<file path="src/rtl/y86_pkg.sv">
// Shared Y86-64 encodings for the pipeline control slice: instruction codes,
// status codes, the "no register" id and the run/halt controller states.
package y86_pkg;

  localparam logic [3:0] I_HALT   = 4'h0;
  localparam logic [3:0] I_NOP    = 4'h1;
  localparam logic [3:0] I_RRMOVQ = 4'h2;
  localparam logic [3:0] I_IRMOVQ = 4'h3;
  localparam logic [3:0] I_RMMOVQ = 4'h4;
  localparam logic [3:0] I_MRMOVQ = 4'h5;
  localparam logic [3:0] I_OPQ    = 4'h6;
  localparam logic [3:0] I_JXX    = 4'h7;
  localparam logic [3:0] I_CALL   = 4'h8;
  localparam logic [3:0] I_RET    = 4'h9;
  localparam logic [3:0] I_PUSHQ  = 4'hA;
  localparam logic [3:0] I_POPQ   = 4'hB;

  localparam logic [1:0] S_AOK = 2'd0;
  localparam logic [1:0] S_HLT = 2'd1;
  localparam logic [1:0] S_ADR = 2'd2;
  localparam logic [1:0] S_INS = 2'd3;

  localparam logic [3:0] RNONE = 4'hF;

  typedef enum logic {
    ST_RUN    = 1'b0,
    ST_HALTED = 1'b1
  } ctl_state_e;

  function automatic logic is_exc(input logic [1:0] stat);
    return stat != S_AOK;
  endfunction

endpackage

</file>
<file path="src/rtl/sat_counter.sv">
// Up-counter with synchronous clear that sticks at all-ones instead of wrapping.
module sat_counter #(
  parameter int W = 32
) (
  input  logic         clk,
  input  logic         rst,
  input  logic         en,
  output logic [W-1:0] q
);

  logic [W-1:0] count_q;

  always_ff @(posedge clk) begin
    if (rst) begin
      count_q <= '0;
    end else if (en && (count_q != '1)) begin
      count_q <= count_q + W'(1);
    end
  end

  assign q = count_q;

endmodule

</file>
<file path="src/rtl/pipe_control.sv">
// Y86-64 pipeline hazard/control unit with a run/halt controller that freezes
// the pipe on the first retired exception, saturating perf counters and a watchdog.
module pipe_control
  import y86_pkg::*;
#(
  parameter int CNT_W = 32,
  parameter int WDOG  = 1024
) (
  input  logic             clk,
  input  logic             rst,
  input  logic [3:0]       D_icode,
  input  logic [3:0]       d_srcA,
  input  logic [3:0]       d_srcB,
  input  logic [3:0]       E_icode,
  input  logic [3:0]       E_dstM,
  input  logic             e_Cnd,
  input  logic [3:0]       M_icode,
  input  logic [1:0]       m_stat,
  input  logic [1:0]       W_stat,
  input  logic [3:0]       W_icode,
  output logic             F_stall,
  output logic             D_stall,
  output logic             D_bubble,
  output logic             E_bubble,
  output logic             set_cc,
  output logic             M_bubble,
  output logic             W_stall,
  output logic             halted,
  output logic [1:0]       exc_stat,
  output logic [CNT_W-1:0] cycle_cnt,
  output logic [CNT_W-1:0] retire_cnt,
  output logic [CNT_W-1:0] lu_cnt,
  output logic [CNT_W-1:0] mispred_cnt,
  output logic [CNT_W-1:0] ret_cnt,
  output logic             wdog_timeout
);

  ctl_state_e state_q;
  logic [1:0] exc_stat_q;
  logic       wdog_q;
  logic       run;
  logic       lu;
  logic       mp;
  logic       rt;
  logic       retire_ev;

  assign run = (state_q == ST_RUN);

  always_comb begin
    lu = ((E_icode == I_MRMOVQ) || (E_icode == I_POPQ)) && (E_dstM != RNONE) &&
         ((E_dstM == d_srcA) || (E_dstM == d_srcB));
    mp = (E_icode == I_JXX) && !e_Cnd;
    rt = (D_icode == I_RET) || (E_icode == I_RET) || (M_icode == I_RET);
  end

  // Reset flushes everything; HALTED holds every register and bubbles everything behind it.
  always_comb begin
    F_stall  = 1'b0;
    D_stall  = 1'b0;
    D_bubble = 1'b1;
    E_bubble = 1'b1;
    set_cc   = 1'b0;
    M_bubble = 1'b1;
    W_stall  = 1'b0;
    if (!rst) begin
      if (state_q == ST_HALTED) begin
        F_stall = 1'b1;
        D_stall = 1'b1;
        W_stall = 1'b1;
      end else begin
        F_stall  = lu | rt;
        D_stall  = lu;
        D_bubble = mp | (!lu & rt);
        E_bubble = mp | lu;
        set_cc   = (E_icode == I_OPQ) && !is_exc(m_stat) && !is_exc(W_stat);
        M_bubble = is_exc(m_stat) | is_exc(W_stat);
        W_stall  = is_exc(W_stat);
      end
    end
  end

  always_ff @(posedge clk) begin
    if (rst) begin
      state_q    <= ST_RUN;
      exc_stat_q <= S_AOK;
    end else if ((state_q == ST_RUN) && is_exc(W_stat)) begin
      state_q    <= ST_HALTED;
      exc_stat_q <= W_stat;
    end
  end

  assign halted   = (state_q == ST_HALTED);
  assign exc_stat = exc_stat_q;

  assign retire_ev = run && (W_icode != I_NOP) && !W_stall;

  sat_counter #(.W(CNT_W)) u_cycle_cnt (
    .clk(clk), .rst(rst), .en(run), .q(cycle_cnt)
  );

  sat_counter #(.W(CNT_W)) u_retire_cnt (
    .clk(clk), .rst(rst), .en(retire_ev), .q(retire_cnt)
  );

  sat_counter #(.W(CNT_W)) u_lu_cnt (
    .clk(clk), .rst(rst), .en(run && lu), .q(lu_cnt)
  );

  sat_counter #(.W(CNT_W)) u_mispred_cnt (
    .clk(clk), .rst(rst), .en(run && mp), .q(mispred_cnt)
  );

  sat_counter #(.W(CNT_W)) u_ret_cnt (
    .clk(clk), .rst(rst), .en(run && rt && !lu), .q(ret_cnt)
  );

  // The idle counter is wide enough to reach WDOG, so it can never wrap back onto the limit.
  generate
    if (WDOG > 0) begin : g_wdog
      localparam int IDLE_W = (WDOG > 1) ? $clog2(WDOG + 1) : 1;
      localparam logic [IDLE_W-1:0] IDLE_LIMIT = IDLE_W'(WDOG - 1);
      logic [IDLE_W-1:0] idle_q;

      sat_counter #(.W(IDLE_W)) u_idle (
        .clk(clk), .rst(rst || retire_ev), .en(run), .q(idle_q)
      );

      always_ff @(posedge clk) begin
        if (rst) begin
          wdog_q <= 1'b0;
        end else if (idle_q == IDLE_LIMIT) begin
          wdog_q <= 1'b1;
        end
      end
    end else begin : g_no_wdog
      always_ff @(posedge clk) begin
        wdog_q <= 1'b0;
      end
    end
  endgenerate

  assign wdog_timeout = wdog_q;

endmodule

</file>
<file path="config.mk">
export PLATFORM = sky130hd
export DESIGN_NAME = pipe_control
export DESIGN_NICKNAME = d
export VERILOG_FILES = /design/src/rtl/y86_pkg.sv /design/src/rtl/sat_counter.sv /design/src/rtl/pipe_control.sv
export SDC_FILE = /design/constraint.sdc
export NUM_CORES = 1
export LEC_CHECK = 0
export ABC_AREA = 0
export BUFFER_PORTS_ARGS = -buffer_cell sky130_fd_sc_hd__buf_2
export CAP_MARGIN = 20
export CORE_ASPECT_RATIO = 2
export CORE_MARGIN = 5
export CORE_UTILIZATION = 50
export DETAILED_ROUTE_END_ITERATION = 16
export PLACE_DENSITY = 0.75
export SLEW_MARGIN = 20
export SYNTH_ARGS = -nofsm -noshare
export SYNTH_HDL_FRONTEND = slang
export SYNTH_SLANG_ARGS = --single-unit
export TNS_END_PERCENT = 20
</file>
<file path="constraint.sdc">
create_clock -name clk -period 2.6 [get_ports clk]
set_input_delay 0.52 -clock clk [delete_from_list [all_inputs] [get_ports clk]]
set_output_delay 0.52 -clock clk [all_outputs]
set_load 0.01 [all_outputs]
</file>
==> reports/qor.yml <==
fin_cells: 1500
place_congestion: 0.858
die_w_um: 103
crit_required_ps: 2080
first_pass_iters: 5
layout_common_cells: "204 x buf_2, 174 x dfxtp_1, 172 x nor2_1"
h-tree-depth: 4
clock-sinks: 175
finalHoldViolations: 0
clock_skew_ps: 8.10
place_worst_setup_slack_ps: 94.8
postLayoutCoreUtil_pct: 62.5
critPathArrivalTime_ps: 1990
drtAntennaViolNets: 0
cp-start-kind: "flop"
via_per_inst: 5.63
ys.flop_type: "dfxtp_1"
yosys.area.top_type_share_pct: 40.5
r2r_slack_ps: 140
whs_ps: 430
hold_class: "input pin to flop"
drc: 0
finalSetupTns_ps: 0
critPathKind: "flop to output port"
peakVddDrop_v: 0.000378
gr-total-overflow: 0
post_drt_wl_per_cell_um: 15.3
worst_pin_slew_ps: 701
synth_edf_count: 0
relSlewSlack_pct: 53.2
setup_ws_ps: 88.4
cts_tree: "done"
grt_pass1_wl_mm: 38.1
pin_count: 206
crit_path_end_kind: "output port"
die_h_um: 196
syn-num-nets: 1094
ys_seq_elements: 175
r2r-end: "u_ret_cnt.q[31]$_SDFFE_PP0P_"
clk_pin_slew_worst_paths_ps: 60
clockRootBuffer: "clkbuf_16"
async_flop_share_pct: 0
ys_warn_count: 0
layout_commonest_cell: "buf_2"
finalWirelength_mm: 23.0
status: "finished, final reports clean"
grt.total_usage_pct: 22.6
slew_violations: 0
netlist_area_mm2: 0.00864
clock_path_buffers: 2
clock_latency_ps: 420
setup_viol: 0
nFillCells: 1505
worstPathMaxFanout: 16
timing.rr.start: "u_ret_cnt.q[3]$_SDFFE_PP0P_"
post-dp-hpwl_mm: 16.9
synthTopCellsByArea: "dfxtp_1 41%, xnor2_1 7.6%, nor2_1 7.5%, xor2_1 5.3%, nand4_1 4.1%"
diodes: 0
start_util_pct: 50.5
seq_area_frac_synth_pct: 40.5
period_minus_slack_ps: 2510
drt_iter0_drc: 294
core_area_mm2: 0.0171
holdPathStages: 3
antenna_found_initial: 0
synth_largest_area_cell: "dfxtp_1"
hp-start: "W_stat[0]"
numCtsBuffers: 17
min_to: "exc_stat[0]$_SDFFE_PP0P_"
numPortBuffers: 205
syn_inst: 1053
leakagePower_nw: 4.12
ys_types: 59
dieArea_mm2: 0.0202
dpl.cell_count: 1468
rsz0062_at_grt: "false"
cts_setup_buffers: 0
drive_gt1_share_pct: 23.3
rows: 68
avgSynthCellArea_um2: 8.21
area_delta_synth_final_pct: 23.8
r2r_cells: 6
period_share_pct: 96.6
grt_max_degree: 142
clock.fmax_ghz: 0.398
max-cap-violations: 0
grt_pass1_vias: 7980
nets: 1318
power_density_mw_per_mm2: 509
vias: 8440
==> sequential cells by signal (all words and copies together), names as in the netlist <==
signal and cells:
halted 1, u_cycle_cnt.q 32, wdog_timeout 1, u_lu_cnt.q 32, exc_stat 2, u_mispred_cnt.q 32
u_retire_cnt.q 32, g_wdog.u_idle.q 11, u_ret_cnt.q 32
==> logic make-up (layout without fill, tap and decap cells) <==
kind of cell / count (synthesis) / in the layout / synth area share [%]
compound gates: 108 / 108 / 8.09
xor+xnor: 127 / 127 / 12.9
fa+ha+maj: 6 / 6 / 0.869
buf+inv: 59 / 296 / 2.58
flops: 175 / 175 / 40.5
mux: 12 / 12 / 1.46
simple gates: 566 / 566 / 33.6
==> worst max-delay path by stage <==
stage / depth (start not counted) / endpoint / startpoint / slack [ps]
floorplan: 6 / u_ret_cnt.q[31]$_SDFFE_PP0P_ / u_ret_cnt.q[2]$_SDFFE_PP0P_ / 200
global placement: 8 / u_retire_cnt.q[22]$_SDFFE_PP0P_ / W_stat[1] / 70
detailed placement: 9 / u_retire_cnt.q[13]$_SDFFE_PP0P_ / W_stat[1] / 90
CTS: 4 / F_stall / halted$_SDFFE_PP0P_ / 90
global route: 7 / u_ret_cnt.q[18]$_SDFFE_PP0P_ / u_ret_cnt.q[3]$_SDFFE_PP0P_ / 10
finish: 4 / F_stall / halted$_SDFFE_PP0P_ / 90
==> layout make-up <==
type / instances / area [um^2] / area share [%]
Clock inverter: 8 / 81.3 / 0.760
Sequential cell: 175 / 3500 / 32.8
Tap cell: 210 / 263 / 2.46
Timing Repair Buffer: 249 / 1380 / 12.9
Clock buffer: 24 / 492 / 4.60
Multi-Input combinational cell: 819 / 4910 / 46.0
Inverter: 15 / 56.3 / 0.526
==> layer usage <==
| layer | vias up | global-route usage [%] | part of all wire, % |
|---|---|---|---|
| li1 | 4193 | - | - |
| met1 | 3974 | 30.6 | 43 |
| met2 | 253 | 36.3 | 48 |
| met3 | 20 | 4.66 | 7.9 |
| met4 | 0 | 6.10 | 1.2 |
| met5 | - | 0 | 0 |
==> synthesized netlist by cell type (3+ instances only) <==
cell and instances:
or4_1 11, nor3_1 54, nand4_1 57, nor4_1 24, dfxtp_1 175, o31ai_1 7, buf_1 4, or2_2 6
mux2_2 5, and3_1 18, nand3_1 59, nor2_1 172, and2_1 9, nor3b_1 6, o211ai_1 4, o21a_1 7
xor2_1 52, ha_1 6, inv_1 15, or3_2 3, nor4bb_1 3, or3_1 31, a21oi_1 36, nor4b_1 4
and4_1 14, nand2_1 77, o21ai_0 29, nor2b_1 3, mux2i_1 7, xnor2_1 75, o311ai_0 3, clkbuf_1 39
a31oi_1 3, nand4b_1 4
==> power breakdown <==
group | internal, W | switching (W) | leakage [nW]
logic | 0.000103 | 0.000152 | 2.44
clock network | 0.00143 | 0.00105 | 0.276
registers | 0.00270 | 0.0000210 | 1.41
==> worst max-delay path: stages, from the launching register on <==
cell     delay (ps)
dfxtp_1         770
buf_4           270
nor2_1          100
a21oi_1         240
buf_2           190
==> stage by stage <==
stage / instance area (um^2) / total power [W]
4_1_cts: 10700 / 0.00550
3_3_place_gp: 10100 / 0.00302
3_5_place_dp: 10100 / 0.00303
6_report: 10700 / 0.00545
2_1_floorplan: 8640 / 0.00291
5_1_grt: 10700 / 0.00566
==> what timing repair did <==
| action | in CTS | in global routing |
|---|---|---|
| gates resized for setup | 0 | 1 |
| endpoints found under the setup margin | 0 | 1 |
| hold buffers | 0 | 0 |
Power figures use the tool's default switching activity.
